[src/rtl/hilo_muldiv.sv]
// Multi-cycle MULT/MULTU/DIV/DIVU engine plus the architectural HI/LO pair.
// Define HILO_ITER_MUL_EN to run multiplies on the shared 32-step shift-add path instead of a 32x32 multiplier.
module hilo_muldiv (
  input  logic        clk,
  input  logic        rst,
  input  logic        startE,
  input  logic [1:0]  opE,
  input  logic [31:0] srcaE,
  input  logic [31:0] srcbE,
  input  logic        flushE,
  input  logic        stall_ext,
  output logic        stall_o,
  output logic        done_o,
  output logic [31:0] hi_res,
  output logic [31:0] lo_res,
  input  logic        MulDivW,
  input  logic [31:0] hiW,
  input  logic [31:0] loW,
  input  logic        WriteHiLoW,
  input  logic        HiorLoW,
  input  logic [31:0] wdataW,
  output logic [31:0] hi_o,
  output logic [31:0] lo_o
);

  typedef enum logic [1:0] {S_IDLE, S_BUSY, S_DONE} state_t;

  state_t      r_state;
  logic [4:0]  r_cnt;
  logic [31:0] r_acc, r_q, r_b, r_a_orig;
  logic        r_is_div, r_neg_q, r_neg_r, r_div0;
  logic [31:0] r_hi, r_lo;

  logic        w_signed, w_a_neg, w_b_neg, w_start;
  logic [31:0] w_a_mag, w_b_mag;
  logic [33:0] w_trial;
  logic [63:0] w_prod_neg;

  assign w_signed = ~opE[0];
  assign w_a_neg  = w_signed & srcaE[31];
  assign w_b_neg  = w_signed & srcbE[31];
  assign w_a_mag  = w_a_neg ? (32'd0 - srcaE) : srcaE;
  assign w_b_mag  = w_b_neg ? (32'd0 - srcbE) : srcbE;
  assign w_start  = startE & ~flushE;

  // Restoring division: trial-subtract the divisor from the shifted partial remainder.
  assign w_trial    = {1'b0, r_acc, r_q[31]} - {2'b00, r_b};
  assign w_prod_neg = 64'd0 - {r_acc, r_q};

`ifdef HILO_ITER_MUL_EN
  logic [32:0] w_mul_sum;
  assign w_mul_sum = {1'b0, r_acc} + (r_q[0] ? {1'b0, r_b} : 33'd0);
`else
  logic [63:0] w_prod;
  assign w_prod = {{32{w_a_neg}}, srcaE} * {{32{w_b_neg}}, srcbE};
`endif

  always_ff @(posedge clk) begin
    if (rst) begin
      r_state  <= S_IDLE;
      r_cnt    <= 5'd0;
      r_acc    <= 32'd0;
      r_q      <= 32'd0;
      r_b      <= 32'd0;
      r_a_orig <= 32'd0;
      r_is_div <= 1'b0;
      r_neg_q  <= 1'b0;
      r_neg_r  <= 1'b0;
      r_div0   <= 1'b0;
    end else begin
      case (r_state)
        S_IDLE: begin
          if (w_start) begin
            r_a_orig <= srcaE;
            r_b      <= w_b_mag;
            r_cnt    <= 5'd0;
            r_is_div <= opE[1];
            r_div0   <= opE[1] & (srcbE == 32'd0);
            if (opE[1]) begin
              r_acc   <= 32'd0;
              r_q     <= w_a_mag;
              r_neg_q <= w_a_neg ^ w_b_neg;
              r_neg_r <= w_a_neg;
              r_state <= S_BUSY;
            end else begin
`ifdef HILO_ITER_MUL_EN
              r_acc   <= 32'd0;
              r_q     <= w_a_mag;
              r_neg_q <= w_a_neg ^ w_b_neg;
              r_neg_r <= 1'b0;
              r_state <= S_BUSY;
`else
              {r_acc, r_q} <= w_prod;
              r_neg_q <= 1'b0;
              r_neg_r <= 1'b0;
              r_state <= S_DONE;
`endif
            end
          end
        end
        S_BUSY: begin
          if (flushE) begin
            r_state <= S_IDLE;
          end else begin
`ifdef HILO_ITER_MUL_EN
            if (!r_is_div) begin
              r_acc <= w_mul_sum[32:1];
              r_q   <= {w_mul_sum[0], r_q[31:1]};
            end else
`endif
            begin
              if (!w_trial[33]) begin
                r_acc <= w_trial[31:0];
                r_q   <= {r_q[30:0], 1'b1};
              end else begin
                r_acc <= {r_acc[30:0], r_q[31]};
                r_q   <= {r_q[30:0], 1'b0};
              end
            end
            r_cnt <= r_cnt + 5'd1;
            if (r_cnt == 5'd31) r_state <= S_DONE;
          end
        end
        S_DONE: begin
          if (flushE || !stall_ext) r_state <= S_IDLE;
        end
        default: r_state <= S_IDLE;
      endcase
    end
  end

  // Sign correction is applied on the fly; operand registers hold still while in DONE.
  always_comb begin
    hi_res = r_acc;
    lo_res = r_q;
    if (r_div0) begin
      hi_res = r_a_orig;
      lo_res = 32'hFFFF_FFFF;
    end else if (r_is_div) begin
      hi_res = r_neg_r ? (32'd0 - r_acc) : r_acc;
      lo_res = r_neg_q ? (32'd0 - r_q) : r_q;
    end else if (r_neg_q) begin
      {hi_res, lo_res} = w_prod_neg;
    end
  end

  assign stall_o = (w_start & (r_state != S_DONE)) | (r_state == S_BUSY);
  assign done_o  = (r_state == S_DONE);

  always_ff @(posedge clk) begin
    if (rst) begin
      r_hi <= 32'd0;
      r_lo <= 32'd0;
    end else if (MulDivW) begin
      r_hi <= hiW;
      r_lo <= loW;
    end else if (WriteHiLoW) begin
      if (HiorLoW) r_hi <= wdataW;
      else         r_lo <= wdataW;
    end
  end

  assign hi_o = r_hi;
  assign lo_o = r_lo;

endmodule

[config.mk]
export PLATFORM = sky130hd
export DESIGN_NAME = hilo_muldiv
export DESIGN_NICKNAME = d
export VERILOG_FILES = /design/src/rtl/hilo_muldiv.sv
export SDC_FILE = /design/constraint.sdc
export NUM_CORES = 2
export LEC_CHECK = 0
export BUFFER_PORTS_ARGS = -buffer_cell sky130_fd_sc_hd__buf_2
export CAP_MARGIN = 0
export CORE_UTILIZATION = 50
export CTS_CLUSTER_DIAMETER = 200
export DETAILED_ROUTE_END_ITERATION = 8
export PLACE_DENSITY = 0.67
export SLEW_MARGIN = 20
export SYNTH_ARGS = -nofsm -noshare
export SYNTH_HDL_FRONTEND = slang
export SYNTH_SLANG_ARGS = --single-unit
[constraint.sdc]
create_clock -name clk -period 10.51 [get_ports clk]
set_input_delay 1.051 -clock clk [delete_from_list [all_inputs] [get_ports clk]]
set_output_delay 1.051 -clock clk [all_outputs]
set_load 0.05 [all_outputs]
## Word level (Yosys, flattened, before mapping)

Cells that the tools add are included.
W data, S select, Z words.

| cells by class | value |
|---|---|
| equality and inequality tests | 9 |
| multiply operators | 1 |
| $add $sub $neg | 7 |
| multiplexer cells | 37 |
| reductions and logical operators | 12 |
| bitwise gates (word level) | 9 |

Operator list:

| kind | number |
|---|---|
| $mux W32 | 23 |
| $pmux W32 S2 | 2 |
| $sub A1 B32 Y32 const A | 4 |
| $mul A33 B33 Y64 | 1 |
| $sub A1 B64 Y64 const A | 1 |
| $sub A33 B32 Y34 | 1 |
| $logic_not A32 Y1 | 1 |
| $mux W2 | 5 |
| $mux W5 | 2 |
| $pmux W5 S2 | 1 |
| $ne A2 B2 Y1 const B | 4 |
| $pmux W2 S3 | 1 |
| $reduce_and A2 Y1 | 3 |
| $reduce_and A3 Y1 | 2 |
| $reduce_bool A2 Y1 | 3 |
| $add A5 B1 Y5 const B | 1 |
| $and A1 B1 Y1 | 5 |
| $eq A5 B5 Y1 const B | 1 |
| $mux W1 | 3 |
| $ne A3 B3 Y1 const B | 1 |
| $eq A2 B1 Y1 const B | 1 |
| $eq A2 B2 Y1 const B | 1 |
| $logic_not A2 Y1 | 1 |
| $ne A2 B1 Y1 const B | 1 |
| other kinds (5) | 6 |

| storage, ports and cells | value |
|---|---|
| register bits | 203 |
| input bits | 170 |
| output and inout bits | 130 |

## Longest topological paths before layout

| logic depth | value |
|---|---|
| depth after elaboration | 6 |
| gate-level depth with buffers | 32 |
| depth with buffers taken out | 27 |

## Least setup slack after synthesis

No wires, ideal clock.

| timing | value |
|---|---|
| path type | input to register |
| from | input port srcaE[31] |
| to | register r_acc[29] |
| stages on the path | 31 |
| data required time | 10.376 ns |
| setup slack | 1.239 ns |
| data arrival time | 9.137 ns |
| cells stage by stage | clkbuf_1 -> nor2b_1 -> clkbuf_1 -> clkbuf_1 -> clkbuf_1 -> nand2_1 -> inv_1 -> fa_1 -> inv_1 -> fa_1 -> inv_1 -> fa_1 -> fa_1 -> inv_1 -> fa_1 -> inv_1 -> fa_1 -> inv_1 -> fa_1 -> fa_1 -> inv_1 -> ha_1 -> nand3_1 -> nor3_1 -> and3_1 -> and3_1 -> a311oi_1 -> a211oi_1 -> or4_1 -> nand3_1 -> a211oi_1 |

| on the way | value |
|---|---|
| longest elaborated chain between the ends | 5 |

RTL lines:

| item | line | text |
|---|---|---|
| from (decl) | 8 | `input logic [31:0] srcaE,` |
| $and A1 B1 Y1 | 40 | `assign w_a_neg = w_signed & srcaE[31];` |
| $mul A33 B33 Y64 (*) | 55 | `assign w_prod = {{32{w_a_neg}}, srcaE} * {{32{w_b_neg}}, srcbE};` |
| $mux W32 (*) | 79 | `if (opE[1]) begin` |
| $mux W32 (*) | 73 | `if (w_start) begin` |
| $pmux W32 S2 (*) | 71 | `case (r_state)` |
| to (signal assigned) | 93 | `{r_acc, r_q} <= w_prod;` |
| to (signal assigned) | 113 | `r_acc <= w_trial[31:0];` |
| to (signal assigned) | 116 | `r_acc <= {r_acc[30:0], r_q[31]};` |
| to (decl) | 30 | `logic [31:0] r_acc, r_q, r_b, r_a_orig;` |

Every way passes the cells marked *; elsewhere a longest branch is shown, timed or not. The select of a mux whose other input is x is not followed.
A chain may end at the register's enable or synchronous reset.

## Worst setup path in the final report

| timing | value |
|---|---|
| from | input port srcaE[31] |
| to | register r_acc[27] |

The elaborated chain is that of the path after synthesis.

==> flow_summary.json <==
{
  "status": "finished, final reports clean",
  "die_height_um": 325.9,
  "tightest_slew_ns": 1.097,
  "nFillCells": 9771,
  "syn2layout_area_growth_pct": 6.290,
  "nNetsFinal": 7790,
  "synth.area.top_cells": "fa_1 (43%), inv_1 (8.5%), dfxtp_1 (7.7%), nand2_1 (7.2%), ha_1 (6.0%)",
  "routedWlPerCell_um": 21.69,
  "synth.cell_area_mm2": 0.05245,
  "ant_nets": 0,
  "die_area_mm2": 0.1062,
  "cts_resized": 0,
  "gr-total-overflow": 0,
  "synth-seq-cells": 203,
  "crit_required_ns": 10.95,
  "holdPathEnd": "r_a_orig[29]",
  "syn_nets": 7780,
  "period_share": 0.8941,
  "reg2reg_slack_ns": 6.79,
  "antenna_found_initial": 16,
  "drive_gt1_frac": 0.08068,
  "slowest_stage": "o32ai_1",
  "crit_path_max_incr_delay_ns": 0.85,
  "cts_tree": "yes",
  "io_buffers": 299,
  "holdPathStages": 2,
  "async_flop_share": 0,
  "min_from": "r_a_orig[29]",
  "htreeDepth": 1,
  "hold_viol": 0,
  "crit_family": "adder cells",
  "syn_inst": 6234,
  "whs_ns": 0.4520,
  "cts_max_path_buffers": 3,
  "drt_iter0_markers": 3793,
  "synth_ff_type": "dfxtp_1",
  "setup_tns_ns": 0,
  "path_clk_slew_ns": 0.05,
  "firstDrtPassIters": 6,
  "coreArea_mm2": 0.1038,
  "cp_common_cell": "fa_1",
  "min_period_ns": 9.397,
  "synth_top_area_frac": 0.4298,
  "postCtsHoldBufs": 0,
  "rsz0062_at_grt": "no",
  "clock_sinks": 203,
  "grt_pass1_vias": 45600,
  "vias": 43270,
  "die_w_um": 325.9,
  "drv_cap": 0,
  "seq_area_mm2": 0.004064,
  "yosysTopAreaCell": "fa_1",
  "crit_path_end_kind": "register",
  "r2r_cells": 11,
  "fmax_mhz": 106.4,
  "ctsRootBufferMaster": "clkbuf_16",
  "r2r_end": "r_acc[14]",
  "clk-insertion-delay-late_ns": 0.54,
  "initial_core_util": 0.5054,
  "ys_types": 93,
  "cp.buffers_inverters": 7,
  "synth.avg_cell_area_um2": 8.414,
  "totalWireLength_mm": 165.9,
  "ios": 300,
  "drc": 0,
  "yosysWarningCount": 0,
  "arrival_ns": 9.83,
  "tritoncts.num_buffers": 24,
  "grt_max_degree": 129,
  "grt_pass1_wl_mm": 262.3,
  "hold_class": "reg2reg",
  "fin_util": 0.5371,
  "worstPathMaxFanout": 21,
  "worstSetupPathType": "in2reg",
  "synth_edf_count": 0,
  "post_cts_buffers": 0,
  "timing.rr.start": "r_acc[13]",
  "critPathLaunchType": "input pin",
  "finalSetupViolCount": 0,
  "rows": 118,
  "dp_hpwl_mm": 132.9,
  "via_per_inst": 5.658,
  "multi_input_area_mm2": 0.04240,
  "clock_skew_ns": 0.01288,
  "grt_use_total": 0.3174,
  "slew_headroom": 0.2686,
  "synth.yosys.seq_area_share": 0.07748,
  "gp_congestion": 0.9835,
  "slew_violations": 0
}
## synthesized netlist by cell type, types with 19 or more instances
master    instances
a211oi_1         66
a21o_1           31
a21oi_1         288
a31oi_1          25
and2_1          358
and3_1           24
buf_1            55
clkbuf_1        351
dfxtp_1         203
fa_1           1126
ha_1            250
inv_1          1186
mux2_2           27
mux2i_1          42
nand2_1        1009
nand2b_1         19
nand3_1          73
nor2_1          317
nor3_1           79
o211ai_1         49
o21ai_0         109
o31ai_1          24
or3_1            24
xnor2_1         104
xor2_1          100
## tightest hold or removal path: stages (launching register included)
cell and delay, ns:
dfxtp_1 0.30, nand2_1 0.05, a21oi_1 0.05
## layout make-up
cell class / instances / area share
sequential: 203 / 0.07289
multi-input combinational: 4430 / 0.7605
clock inverter: 7 / 0.002626
tap: 1380 / 0.03097
clock buffer: 34 / 0.01180
inverter: 1187 / 0.07992
timing repair buffer: 398 / 0.04091
antenna: 9 / 0.0004040
## sequential cells by signal, indices dropped and copies added (netlist names)
signal,cells
hi_o,32
r_b,32
r_q,32
r_is_div,1
lo_o,32
r_cnt,5
r_state,2
r_div0,1
r_neg_q,1
r_neg_r,1
r_acc,32
r_a_orig,32
## metrics by stage
step | setup slack, ns | cell area, µm² | std cells
global placement | 0.6938 | 54910 | 7598
floorplan | 1.239 | 52450 | 6234
CTS | 1.100 | 55720 | 7639
detailed placement | 0.5732 | 54920 | 7598
finish | 1.113 | 55750 | 7648
global route | 0.6246 | 55730 | 7641
## cell usage in the layout, fill, tap and decap left out, types with 25 or more instances in the layout
| cell | n |
|---|---|
| fa_1 | 1126 |
| ha_1 | 250 |
| nand3_1 | 73 |
| o21ai_0 | 109 |
| a21o_1 | 31 |
| a211oi_1 | 66 |
| inv_1 | 1186 |
| xnor2_1 | 104 |
| dfxtp_1 | 203 |
| nand2_1 | 1008 |
| nor2_1 | 314 |
| a31oi_1 | 25 |
| buf_4 | 96 |
| xor2_1 | 100 |
| o211ai_1 | 49 |
| mux2_2 | 27 |
| buf_2 | 297 |
| mux2i_1 | 42 |
| and2_1 | 358 |
| a21oi_1 | 288 |
| nor3_1 | 78 |
## kinds of logic (layout without fill, tap and decap cells)
group,Yosys count,count (layout),share of synthesized area
xor gates and xnor gates,204,204,0.03406
muxes,76,76,0.01539
AOI/OAI and AO/OA,756,756,0.09136
adders and majority gates,1376,1376,0.4894
and+or+nand+nor,2018,2018,0.1771
DFF,203,203,0.07748
buffers and inverters,1601,1626,0.1152
other,0,9,0
## layer usage
layer | track usage | wire (µm) | share of wire | vias up
met2 | 0.5286 | 78410 | 0.47 | 1841
met1 | 0.4229 | 66910 | 0.40 | 21990
met3 | 0.05584 | 14660 | 0.088 | 366
li1 | - | - | - | 19050
met4 | 0.09430 | 5757 | 0.035 | 18
met5 | 0 | 106 | 0.00064 | -
## worst max-delay path by stage
stage                    from        end  slack [ns]  cells after the start
finish              srcaE[31]  r_acc[27]        1.11                     27
global route        srcaE[31]  r_acc[19]        0.62                     27
CTS                  srcaE[9]  r_acc[27]        1.10                     24
detailed placement   srcaE[9]  r_acc[27]        0.57                     24
global placement    srcaE[31]  r_acc[27]        0.69                     27
floorplan           srcaE[31]  r_acc[29]        1.24                     31
Power is left out: the tool's default activity adds up to more than one toggle a clock period on the data nets, which glitch-free logic cannot reach.
